<file path="src/rtl/hazard_pkg.sv">
// Shared encodings for the pipeline hazard unit: forwarding selects, the
// mult/div occupancy FSM states, and the operand-select priority helper.
package hazard_pkg;

  localparam int CNT_W = 8;

  typedef enum logic [1:0] {
    SEL_RF = 2'd0,
    SEL_MX = 2'd1,
    SEL_WX = 2'd2
  } fwd_sel_e;

  typedef enum logic {
    IDLE = 1'b0,
    BUSY = 1'b1
  } md_state_e;

  // The younger producer (the op about to sit in M) wins over the older one.
  function automatic fwd_sel_e pick_sel(input logic rd_en, input logic hit_x,
                                        input logic hit_m);
    if (!rd_en) return SEL_RF;
    if (hit_x)  return SEL_MX;
    if (hit_m)  return SEL_WX;
    return SEL_RF;
  endfunction

endpackage

</file>
<file path="src/rtl/hazard_tag_stage.sv">
// One pipeline tag register: loads d when enabled, loads an all-zero bubble
// when enabled with bubble set, and otherwise holds its contents.
module hazard_tag_stage
  import hazard_pkg::*;
#(
  parameter int W = 8
) (
  input  logic         clock,
  input  logic         reset_n,
  input  logic         en,
  input  logic         bubble,
  input  logic [W-1:0] d,
  output logic [W-1:0] q
);

  logic [W-1:0] tag_d;
  logic [W-1:0] tag_q;

  // NOTE: tag_d gets its hold value first so every path assigns it and no latch is inferred.
  always_comb begin
    tag_d = tag_q;
    if (en) tag_d = bubble ? '0 : d;
  end

  // NOTE: the tag is reset as a whole, not just its valid bit, so selects and
  // indices never carry X into the comparators after reset.
  always_ff @(posedge clock or negedge reset_n) begin
    if (!reset_n) tag_q <= '0;
    else          tag_q <= tag_d;
  end

  assign q = tag_q;

endmodule

</file>
<file path="src/rtl/hazard_unit.sv">
// Hazard detection and forwarding control for a 5-stage pipeline with a
// multi-cycle mult/div unit that occupies X for MD_LATENCY cycles.
module hazard_unit
  import hazard_pkg::*;
#(
  parameter int REG_W      = 5,
  parameter int MD_LATENCY = 32,
  parameter int STATUS_REG = 30
) (
  input  logic             clock,
  input  logic             reset_n,
  input  logic             id_valid,
  input  logic [REG_W-1:0] id_rs1,
  input  logic [REG_W-1:0] id_rs2,
  input  logic             id_rs1_en,
  input  logic             id_rs2_en,
  input  logic [REG_W-1:0] id_rd,
  input  logic             id_wr_en,
  input  logic             id_wr_status,
  input  logic             id_is_load,
  input  logic             id_is_store,
  input  logic             id_is_md,
  input  logic             flush,
  output logic             stall,
  output logic [1:0]       fwd_a_sel,
  output logic [1:0]       fwd_b_sel,
  output logic             wm_fwd,
  output logic             md_busy
);

  typedef struct packed {
    logic             valid;
    logic [REG_W-1:0] rd;
    logic             wr_en;
    logic             wr_status;
    logic             is_load;
    logic             is_store;
    logic [REG_W-1:0] rs2;
    fwd_sel_e         sel_a;
    fwd_sel_e         sel_b;
  } tag_t;

  localparam int TAG_W = $bits(tag_t);

  tag_t             d_tag;
  tag_t             x_q;
  tag_t             m_q;
  tag_t             w_q;
  md_state_e        state_d, state_q;
  logic [CNT_W-1:0] cnt_d, cnt_q;
  logic             busy;
  logic             hold_x;
  logic             load_use;
  logic             d_ok;

  // Register 0 is hard-wired, so it never creates a dependency.
  function automatic logic writes(input tag_t t, input logic [REG_W-1:0] r);
    return t.valid && (r != '0) &&
           ((t.wr_en && (t.rd == r)) || (t.wr_status && (r == REG_W'(STATUS_REG))));
  endfunction

  always_comb begin
    busy   = (state_q == BUSY);
    hold_x = busy && (cnt_q != '0);

    // A store only needs rs2 in M, where W can still supply the loaded data.
    load_use = id_valid && x_q.valid && x_q.is_load &&
               ((id_rs1_en && writes(x_q, id_rs1)) ||
                (id_rs2_en && !id_is_store && writes(x_q, id_rs2)));

    stall = busy || (load_use && !flush);
    d_ok  = id_valid && !flush && !stall;

    d_tag           = '0;
    d_tag.valid     = 1'b1;
    d_tag.rd        = id_rd;
    d_tag.wr_en     = id_wr_en;
    d_tag.wr_status = id_wr_status;
    d_tag.is_load   = id_is_load;
    d_tag.is_store  = id_is_store;
    d_tag.rs2       = id_rs2;
    d_tag.sel_a     = pick_sel(id_rs1_en, writes(x_q, id_rs1), writes(m_q, id_rs1));
    d_tag.sel_b     = pick_sel(id_rs2_en, writes(x_q, id_rs2), writes(m_q, id_rs2));
  end

  always_comb begin
    state_d = state_q;
    cnt_d   = cnt_q;
    case (state_q)
      IDLE: begin
        if (d_ok && id_is_md) begin
          state_d = BUSY;
          cnt_d   = CNT_W'(MD_LATENCY - 1);
        end
      end
      BUSY: begin
        if (cnt_q == '0) state_d = IDLE;
        else             cnt_d   = cnt_q - CNT_W'(1);
      end
      default: state_d = IDLE;
    endcase
  end

  // NOTE: state flops use non-blocking assignments so every register samples
  // pre-edge values regardless of process ordering.
  always_ff @(posedge clock or negedge reset_n) begin
    if (!reset_n) begin
      state_q <= IDLE;
      cnt_q   <= '0;
    end else begin
      state_q <= state_d;
      cnt_q   <= cnt_d;
    end
  end

  // While the md op is counting down it stays in X and M receives bubbles;
  // on its last cycle it moves on to M and X takes the stall bubble.
  hazard_tag_stage #(.W(TAG_W)) u_x_stage (
    .clock  (clock),
    .reset_n(reset_n),
    .en     (!hold_x),
    .bubble (!d_ok),
    .d      (d_tag),
    .q      (x_q)
  );

  hazard_tag_stage #(.W(TAG_W)) u_m_stage (
    .clock  (clock),
    .reset_n(reset_n),
    .en     (1'b1),
    .bubble (hold_x),
    .d      (x_q),
    .q      (m_q)
  );

  hazard_tag_stage #(.W(TAG_W)) u_w_stage (
    .clock  (clock),
    .reset_n(reset_n),
    .en     (1'b1),
    .bubble (1'b0),
    .d      (m_q),
    .q      (w_q)
  );

  assign fwd_a_sel = x_q.sel_a;
  assign fwd_b_sel = x_q.sel_b;
  assign md_busy   = busy;
  assign wm_fwd    = m_q.valid && m_q.is_store && (m_q.rs2 != '0) && writes(w_q, m_q.rs2);

  // Tag fields carried down the pipe but not consulted in every stage.
  logic unused_tag_bits;
  assign unused_tag_bits = ^{x_q.is_store, x_q.rs2, m_q.is_load, m_q.sel_a, m_q.sel_b,
                             w_q.is_load, w_q.is_store, w_q.rs2, w_q.sel_a, w_q.sel_b};

endmodule
</file>
<file path="config.mk">
export PLATFORM = sky130hd
export DESIGN_NAME = hazard_unit
export DESIGN_NICKNAME = d
export VERILOG_FILES = /design/src/rtl/hazard_pkg.sv /design/src/rtl/hazard_tag_stage.sv /design/src/rtl/hazard_unit.sv
export SDC_FILE = /design/constraint.sdc
export NUM_CORES = 1
export LEC_CHECK = 0
export ABC_AREA = 0
export CAP_MARGIN = 15
export CORE_ASPECT_RATIO = 1.2
export CORE_MARGIN = 1.5
export CORE_UTILIZATION = 60
export DETAILED_ROUTE_END_ITERATION = 8
export GPL_ROUTABILITY_DRIVEN = 0
export PLACE_DENSITY = 0.83
export SYNTH_ARGS = -nofsm -noshare
export SYNTH_HDL_FRONTEND = slang
export SYNTH_HIERARCHICAL = 1
export SYNTH_SLANG_ARGS = --single-unit
</file>
<file path="constraint.sdc">
create_clock -name clock -period 5.6 [get_ports clock]
set_input_delay 1.68 -clock clock [delete_from_list [all_inputs] [get_ports clock]]
set_output_delay 1.68 -clock clock [all_outputs]
set_load 0.02 [all_outputs]
</file>
==> Yosys cells after proc, flatten, opt, wreduce, memory -nomap -nowiden <==
Index checks and enable logic that the tools add are counted.
{ "word_totals": {"out_inout_bits": 7, "elab_cells": 97, "input_bits": 26, "reg_bits": 66} }
{ "op_classes": {"n_reduce_logical": 50, "n_eq_ne": 10, "mux": 30, "add_sub_neg": 1, "bitwise": 1} }
{ "op_table": {"columns": ["op", "count"], "rows": [
  ["19-bit 2-to-1 mux", 2],
  ["1-bit logical AND", 34],
  ["5-bit equality test", 5],
  ["2-bit 2-to-1 mux", 12],
  ["8-bit 2-to-1 mux", 2],
  ["8-bit case mux with 2 select lines", 1],
  ["5-bit equality test, second input constant", 3],
  ["5-bit nonzero test", 3],
  ["1-bit 2-to-1 mux", 12],
  ["8-bit zero test", 1],
  ["8-bit nonzero test", 1],
  ["8-bit by 1-bit subtractor with 8-bit output, second input constant", 1],
  ["1-bit logical OR", 7],
  ["2-bit != test, second input constant", 2],
  ["1-bit zero test", 3],
  ["1-bit case mux with 2 select lines", 1],
  ["2-bit AND reduction", 1],
  ["1-bit NOT", 1]
]} }

==> Longest topological paths before layout <==
Gate-level depths: netlist of run 1.
{ "logic_depth": {"word_depth": 14, "ltp_mapped": 9} }

==> Hierarchy <==
The synthesis of run 1 kept the hierarchy.
{ "modules_own_cells": {"columns": ["module", "seq_area_each_um2", "cells_each", "area_per_inst_um2", "instances"], "rows": [
  ["hazard_tag_stage", 475.5, 81, 847.1, 3],
  ["hazard_unit", 225.2, 119, 991.0, 1]
]} }

==> Least setup slack after synthesis of run 1 <==
OpenSTA, ideal clock, no wires.
{ "synth_path": {"kind": "input-to-output", "startpoint": "input port id_rs2[1]", "endpoint": "output port stall", "t_arrival_ns": 2.880, "setup_slack_ns": 1.040, "required_ns": 3.920, "cell_stages": 5, "path_cell_list": "or4_1 > o21ai_2 > or3b_1 > o22ai_2 > a31o_2"} }
{ "synth_via": {"elab_chain_cells": 9} }
{ "synth_lines": {"columns": ["element", "line_no", "rtl"], "rows": [
  ["start, declared", "hazard_unit.sv:14", "input logic [REG_W-1:0] id_rs2,"],
  ["5-bit equality test", "hazard_unit.sv:59", "((t.wr_en && (t.rd == r)) || (t.wr_status && (r == REG_W'(STATUS_REG))));"],
  ["1-bit logical AND", "hazard_unit.sv:59", null],
  ["1-bit logical OR", "hazard_unit.sv:59", null],
  ["1-bit logical AND *", "hazard_unit.sv:58", "return t.valid && (r != '0) &&"],
  ["1-bit logical AND *", "hazard_unit.sv:69", "(id_rs2_en && !id_is_store && writes(x_q, id_rs2)));"],
  ["1-bit logical OR *", "hazard_unit.sv:68", "((id_rs1_en && writes(x_q, id_rs1)) ||"],
  ["1-bit logical AND *", "hazard_unit.sv:67", "load_use = id_valid && x_q.valid && x_q.is_load &&"],
  ["1-bit logical AND *", "hazard_unit.sv:71", "stall = busy || (load_use && !flush);"],
  ["1-bit logical OR *", "hazard_unit.sv:71", null],
  ["end, declared", "hazard_unit.sv:24", "output logic stall,"]
]} }
Every way passes the cells marked *; elsewhere a longest branch is shown, timed or not.

==> Final worst setup path of run 1 <==
{ "layout_path": {"startpoint": "input port id_rs1[0]", "endpoint": "output port stall"} }
{ "layout_via": {"elab_chain_cells": 9} }
{ "layout_lines": {"columns": ["element", "line_no", "rtl"], "rows": [
  ["start, declared", "hazard_unit.sv:13", "input logic [REG_W-1:0] id_rs1,"],
  ["5-bit equality test", "hazard_unit.sv:59", null],
  ["1-bit logical AND", "hazard_unit.sv:59", null],
  ["1-bit logical OR", "hazard_unit.sv:59", null],
  ["1-bit logical AND *", "hazard_unit.sv:58", null],
  ["1-bit logical AND *", "hazard_unit.sv:68", null],
  ["1-bit logical OR *", "hazard_unit.sv:68", null],
  ["1-bit logical AND *", "hazard_unit.sv:67", null],
  ["1-bit logical AND *", "hazard_unit.sv:71", null],
  ["1-bit logical OR *", "hazard_unit.sv:71", null]
]} }
Marks and branches as above.

==> results of run 1 <==
[report_power, final]
group          total [µW]  switching [µW]  internal (µW)
sequential            474            60.3            414
combinational         254             139            115
clock                 257             114            143
total                 985             313            672
[state kept, by name, summed over array words and instances (netlist names)]
signal	cells
u_x_stage/q	19
u_m_stage/q	14
cnt_q	8
u_w_stage/q	8
md_busy	1
[routing by layer]
metal / wire length [µm] / vias to the layer above / part of all wire / GRT usage
met4: 105 / 0 / 0.017 / 0.0776
met2: 3030 / 60 / 0.50 / 0.427
li1: - / 1060 / - / -
met3: 311 / 12 / 0.052 / 0.0524
met1: 2580 / 1075 / 0.43 / 0.330
met5: 0 / - / 0 / 0
[critical path: stages]
cell	delay, ns
clkdlybuf4s50_1	0.49
or4_1	0.53
o21a_1	0.21
nand2_1	0.09
o22ai_2	0.10
a31o_2	0.26
dlygate4sd2_1	0.31
[final timing paths]
check,start,endpoint,slack (ns),depth (start not counted)
hold / removal,u_x_stage/q[6],u_m_stage/q[6],0.51,2
setup reg to reg,cnt_q[4],cnt_q[3],2.88,5
setup / recovery,id_rs1[0],stall,0.24,7
hold reg to reg,u_x_stage/q[6],u_m_stage/q[6],0.51,2
max in group asynchronous,reset_n,u_x_stage/q[15],3.71,2
min in group asynchronous,reset_n,u_w_stage/q[14],1.47,2
[cell type report]
class | count | area [µm²] | area share
multi-input combinational | 189 | 1280 | 0.392
sequential | 50 | 1250 | 0.384
timing repair buffer | 39 | 367 | 0.112
inverter | 48 | 180 | 0.0553
clock buffer | 6 | 82.6 | 0.0253
tap | 58 | 72.6 | 0.0223
clock inverter | 1 | 30.0 | 0.00921
[stage by stage]
step,instance area [µm²],hold WS [ns],utilization,worst slack (ns),std cells
after floorplan,2890,0.477,-,1.04,304
after CTS,3260,0.514,0.710,0.229,391
final,3260,0.509,0.710,0.245,391
after global routing,3260,0.546,0.710,0.151,391
after detailed placement,3140,0.495,0.684,-0.0886,384
after global placement,3140,0.490,0.684,0.0508,384
[what timing repair did]
item	in CTS	in global routing
setup buffers	0	0
gates resized for setup	2	0
setup endpoints to repair	1	0
[layout by cell type, fill, tap and decap left out, types with 3 or more instances in the layout]
| cell type | instances |
|---|---|
| inv_1 | 48 |
| or4_1 | 3 |
| o21ai_0 | 19 |
| xor2_1 | 22 |
| o21ai_1 | 23 |
| clkdlybuf4s50_1 | 30 |
| conb_1 | 8 |
| nand3b_1 | 41 |
| xnor2_1 | 4 |
| nor2_1 | 9 |
| o21ai_2 | 3 |
| nand3_1 | 5 |
| nor3_1 | 3 |
| buf_4 | 7 |
| nor4_1 | 5 |
| or2_2 | 3 |
| a32oi_1 | 3 |
| dfrtp_1 | 50 |
| nand2_1 | 9 |
| clkbuf_8 | 6 |
==> reports/results.ini, run 1 <==
[run_status]
status = finished clean

[layout]
layout.nets = 361
fillers = 371
antenna_cells = 0
syn2layout_area_growth_pct = 13.7
drive_above_1_share = 0.0871

[synth]
ys_warn_count = 6
syn_area_um2 = 2870
syn_inst = 298
postSynthAreaPerCell_um2 = 9.62

[timing]
max_freq_mhz = 187
rsz0062_at_grt = false
skew_ns = 0.00409
drv_slew = 0
finalSetupViolations = 0
maxSlewHeadroom = 0.538
fin_tns_setup_ns = 0
tightest_slew_ns = 0.693
hold_viol_final = 0
fin_crit_ns = 5.36
fin_crit_sh = 0.956

[global_route]
grt_max_degree = 51
grtUsageTotal = 0.254
antenna_found_initial = 0
grt_pass1_vias = 2222
grt_overflow = 0
grt_pass1_wl_um = 10200

[clock_network]
clockBufferDepth = 2
cts_buffers = 5
cts_sinks = 50
htreeDepth = 2
cts_tree = yes
cts_root_buf = clkbuf_8
path_clk_slew_ns = 0.09
clk_latency_ns = 0.30
postCtsHoldBufs = 0

[floorplan]
pin_count = 33
die_area_um2 = 5200
initial_utilization = 0.624
core_area_um2 = 4590
die_w_um = 66.1
fp-row-count = 27
die_h_um = 78.7

[run]
cap_viol_max_count = 0

[place]
io_buffer_count = 32
dpl.hpwl_um = 4330

[power]
power_density_nw_per_um2 = 302
ir_drop_mv = 0.252
p_leak_uw = 0.00138
p_total_uw = 985

[setup_path]
critPathArrivalTime_ns = 3.68
crit_fanout = 4
endpoint_kind = output pin
critPathLaunchType = primary input
critPathRequiredTime_ns = 3.92
path_class = primary input to output pin

[detailed_routing]
ant_nets = 0
via_per_inst = 5.64
drt_iter0_markers = 208
wl_per_cell_um = 15.4
drt_pass1_iterations = 5
drc = 0
num_vias = 2207
wl_um = 6020

[hold_path]
min_path_type = flip-flop to flip-flop

Note: power is estimated with default switching activity, not from simulation.
==> run 2, diff against run 1 <==
Settings changed: CORE_UTILIZATION 60 to 48, PLACE_DENSITY 0.83 to 0.75, SYNTH_HIERARCHICAL 1 to not set.
Clock period 5.6 ns to 4.9 ns, I/O delays scaled along.
==> run 2 against run 1 <==
Against the previous run:
- sequential share of layout area rose by 4.7 points
- sequential power increased by 29%
- non-clock buffer count rose by 12
- core utilization decreased by 7.7 points
- routed wire length shrank 22%
- critical path depth up 1
- hold slack got worse by 0.072 ns
- total power increased by 29%
- register-to-register slack lost 0.24 ns
- critical path type unchanged
==> reports/results.ini, run 2 <==
[run_status]
status = finished clean

[layout]
drive_above_1_share = 0.146
fin_cells = 304
syn2layout_area_growth_pct = 26.5
antenna_cells = 0
post-route-util = 0.633
layout.cells.most_common = dfrtp_1
fillers = 385
layout_common_cells = 50 x dfrtp_1, 30 x clkdlybuf4s50_1, 18 x buf_4
largest_reg_flops = 19
layout.nets = 272

[timing]
rsz0062_at_grt = false
skew_ns = 0.00332
hold_viol_final = 0
tightest_slew_ns = 0.394
maxSlewHeadroom = 0.735
fin_crit_sh = 0.987
setup_slack_ns = 0.0636
hold_slack_ns = 0.437
fin_crit_ns = 4.84
finalSetupViolations = 0
max_freq_mhz = 207
drv_slew = 0

[floorplan]
pin_count = 33
die_w_um = 66.2
die_h_um = 78.8
fp-row-count = 27
initial_utilization = 0.500
die_area_um2 = 5210
core_area_um2 = 4590

[clock_network]
htreeDepth = 2
cts_tree = yes
path_clk_slew_ns = 0.09
cts_buffers = 5
clockBufferDepth = 2
postCtsHoldBufs = 0
cts_root_buf = clkbuf_8
clk_latency_ns = 0.30
cts_sinks = 50

[synth]
ys_types = 41
synth_nets = 224
ys_warn_count = 0
async_reset_ff_frac = 1.00
synth_flop_cell = dfrtp_1
synthTopCellsByArea = dfrtp_1 54%, a22o_1 5.7%, xnor2_1 5.7%
syn_area_um2 = 2300
synth-seq-area-share = 0.544
synth_edf_count = 0
synth_top_cell_by_area = dfrtp_1
postSynthAreaPerCell_um2 = 11.7
synth_top_area_frac = 0.544
syn_inst = 197
yosys-top-cells-count = 50 x dfrtp_1, 15 x a22o_1, 15 x nor2b_1, 15 x xnor2_1, 12 x xor2_1
yosysMostFrequentCell = dfrtp_1
ys_seq_elements = 50

[place]
dp_cells = 295
dpl.hpwl_um = 3450
io_buffer_count = 32
pre_cts_ws_ns = -0.173

[setup_path]
rr_worst_depth = 8
endpoint_kind = output pin
crit_fanout = 3
critPathArrivalTime_ns = 3.37
path_class = primary input to output pin
critPathLaunchType = primary input
critPathRequiredTime_ns = 3.43

[global_route]
antenna_found_initial = 0
grtUsageTotal = 0.202
grt_max_degree = 51
grt_pass1_wl_um = 7850
grt_overflow = 0
grt_pass1_vias = 1662

[power]
p_total_uw = 1270
p_leak_uw = 0.00131
power_density_nw_per_um2 = 437
ir_drop_mv = 0.222

[hold_path]
min_path_type = flip-flop to flip-flop
hold_depth = 0

[detailed_routing]
ant_nets = 0
num_vias = 1685
drc = 0
drt_pass1_iterations = 4
wl_um = 4670
drt_iter0_markers = 56
wl_per_cell_um = 15.4
via_per_inst = 5.54

[run]
cap_viol_max_count = 0

-- run 2: where the power goes --
part	internal [µW]	total [µW]	switching, µW
clock	152	284	132
combinational	199	377	178
sequential	512	610	98.8
-- run 2: final timing paths --
path                            startpoint         endpoint  slack (ns)
setup / recovery                 id_rs1[0]            stall        0.06
hold / removal             u_m_stage.q[12]  u_w_stage.q[12]        0.44
setup reg to reg           u_x_stage.q[15]         cnt_q[1]        2.64
hold reg to reg            u_m_stage.q[12]  u_w_stage.q[12]        0.44
max in group asynchronous          reset_n         cnt_q[5]        3.32
min in group asynchronous          reset_n         cnt_q[2]        1.08
-- run 2: routing by layer --
metal  track usage  part of all wire
met2         0.318              0.50
met5             0                 0
met1         0.264              0.45
met4        0.0755             0.018
met3        0.0552             0.031
-- run 2: worst max-delay path, cell delays in order --
cell	delay (ns)
clkdlybuf4s50_1	0.50
buf_4	0.13
and4b_1	0.21
nand4_1	0.10
o21ai_0	0.11
nor2b_2	0.19
a221o_1	0.37
clkdlybuf4s15_1	0.29
-- run 2: timing repair --
item / in CTS / in global routing
gates resized for setup: 2 / 1
setup buffers: 0 / 0
setup endpoints to repair: 1 / 1
-- run 2: kinds of logic (layout without fill, tap and decap cells) --
| family | Yosys count | in the layout | synth area share |
|---|---|---|---|
| adder cells (fa/ha/maj) | 1 | 1 | 0.00544 |
| multiplexers | 3 | 3 | 0.0152 |
| XOR/XNOR | 27 | 27 | 0.103 |
| AND/OR/NAND/NOR | 59 | 59 | 0.150 |
| flip-flops | 50 | 50 | 0.544 |
| buffers and inverters | 17 | 66 | 0.0365 |
| AO/OA/AOI/OAI | 40 | 40 | 0.145 |
-- run 2: area by class of cell --
class | instances | area [µm²] | share of cell area
clock inverters | 3 | 45.0 | 0.0155
inverters | 7 | 26.3 | 0.00904
repair buffers | 51 | 470 | 0.162
clock buffers | 5 | 68.8 | 0.0237
flip-flops and latches | 50 | 1250 | 0.430
multi-input cells | 130 | 972 | 0.334
well taps | 58 | 72.6 | 0.0250
-- run 2: metrics by stage --
step / setup TNS, ns / cell area, µm²
global placement: -0.140 / 2770
finish: 0 / 2910
global route: 0 / 2910
detailed placement: -0.173 / 2770
floorplan: 0 / 2300
CTS: 0 / 2890
==> edit, RTL diff (flow settings as in run 1) <==
Reset style: synchronous (`reset_n`), changed in 2 clocked blocks.
--- a/src/rtl/hazard_tag_stage.sv
+++ b/src/rtl/hazard_tag_stage.sv
@@ -25,5 +25,5 @@
   // NOTE: the tag is reset as a whole, not just its valid bit, so selects and
   // indices never carry X into the comparators after reset.
-  always_ff @(posedge clock or negedge reset_n) begin
+  always_ff @(posedge clock) begin
     if (!reset_n) tag_q <= '0;
     else          tag_q <= tag_d;
--- a/src/rtl/hazard_unit.sv
+++ b/src/rtl/hazard_unit.sv
@@ -104,5 +104,5 @@
   // NOTE: state flops use non-blocking assignments so every register samples
   // pre-edge values regardless of process ordering.
-  always_ff @(posedge clock or negedge reset_n) begin
+  always_ff @(posedge clock) begin
     if (!reset_n) begin
       state_q <= IDLE;
Behaviour: differs if reset_n is asserted again (counterexample within 4 cycles, from zero or initial values and one cycle with reset_n low); with reset_n held inactive, the same outputs for 10 cycles.
==> edit against run 1 <==
Sequential cell count stayed put; wire length is 4.3% lower; cell count is 4.1% higher; area after synthesis is 6.7% lower; via count is 4.2% higher; register-to-register slack better by 0.35 ns; setup slack better by 0.022 ns; count of clock-buffer cells in the layout is 1 lower; final area is 4.5% lower; largest cell class unchanged.
Power is not compared: it rests on default switching activity, and its combinational part moved more than twofold at a synthesized area within 25%.
==> edit: results (changes against run 1) <==
Placement
  • Placed insts: 400 (was 384)
  • Number of port buffers: 32 (unchanged)
  • Place WS: -0.00832 ns (was -0.0886 ns)
  • Post-DP HPWL: 4230 um (was 4330 um)
  • Placed inst area: 0.00301 mm^2 (was 0.00314 mm^2)

STA
  • Slew Limit Headroom: 36.2% (was 53.8%)
  • Clock skew: 0.00810 ns (was 0.00409 ns)
  • Setup TNS: 0 ns (unchanged)

Final layout
  • Number of diodes: 0 (unchanged)
  • Final-layout clock-cell area share: 3.46% (was 3.45%)
  • Filler Cell Count: 342 (was 371)
  • Non-clk bufs: 45 (was 39)
  • Number of flip-flops in the largest register: 19 (unchanged)
  • Share of cells above drive strength 1: 7.98% (was 8.71%)
  • Nets: 379 (was 361)
  • Clock buffer count in the final layout: 5 (was 6)
  • Data buffer area share: 13.2% (was 11.2%)
  • Nonclk inv count: 6 (was 48)
  • Area of the multi-input gates: 0.00150 mm^2 (was 0.00128 mm^2)
  • Final std cells w/o fill: 407 (was 391)
  • Count of multi-input gates: 243 (was 189)
  • FF/Latch Area: 0.00100 mm^2 (was 0.00125 mm^2)

Clock network
  • Clock latency on the worst-skew pair: 0.30 ns (about the same)
  • Reg clk slew, reported paths: 0.09 ns (about the same)
  • Postcts setup bufs: 0 (unchanged)
  • Max H-tree Level: 2 (unchanged)
  • CTS sink cnt: 50 (unchanged)
  • Root Driver: clkbuf_8 (unchanged)
  • Max Root-Sink Buffers: 2 (unchanged)

Critical path
  • CP max stage cell: or4_1 (unchanged)
  • CP max FO: 2 (was 4)
  • Slowest cell delay on critical path: 0.56 ns (was 0.53 ns)

Global routing
  • Vias in the first global route: 2224 (was 2222)
  • Initial antenna violation count: 0 (unchanged)
  • First-pass GRT wire length: 9870 um (was 10200 um)
  • GRT Overall Usage: 25.4% (about the same)
  • Global routing usage on met1: 29.4% (was 33.0%)
  • GR Util met3: 4.73% (was 5.24%)
  • GR Util met2: 45.7% (was 42.7%)
  • Pin count of the biggest net entering global routing: 60 (was 51)

Synthesis
  • Syn Inst Count: 315 (was 298)
  • Ys Warns: 6 (unchanged)

Status
  • Status: completed (unchanged)

Routing
  • Pre-antenna DRT Iters: 4 (was 5)
  • Final WL: 5760 um (was 6020 um)
  • Via density per instance: 5.65 (was 5.64)
  • Initial DRC count: 159 (was 208)

Power
  • Leak: between 1 and 1.5 nW
  • VDD IR max: between 0.00015 and 0.0002 V
  • Pwr Density: ~230 mW/mm^2

Worst hold path
  • Hold Crit Class: register to register (unchanged)

Floorplanning
  • Die ar.: 0.00487 mm^2 (was 0.00520 mm^2)
==> edit: path summary, 6_finish.rpt <==
check        depth (start not counted)           start  slack [ns]        endpoint
max                                  7       id_rs1[1]        0.27           stall
max reg2reg                          6        cnt_q[3]        3.23        cnt_q[4]
min                                  2  u_x_stage/q[8]        0.45  u_m_stage/q[8]
min reg2reg                          2  u_x_stage/q[8]        0.45  u_m_stage/q[8]
==> edit: timing repair <==
action	4_1_cts	5_1_grt
gates resized for setup	2	0
hold buffers	0	0
endpoints found under the setup margin	1	0
hold endpoints to repair	0	0
==> edit: power breakdown <==
group | internal (mW) | switching, mW
registers | 0.365 | 0.0110
logic | 0.0483 | 0.0524
clock network | 0.131 | 0.115
total | 0.544 | 0.178
==> edit: layer usage <==
layer	up-vias	wire length, um
met3	13	181
met5	-	0
met1	1071	2450
met2	51	3010
met4	0	119
li1	1164	-
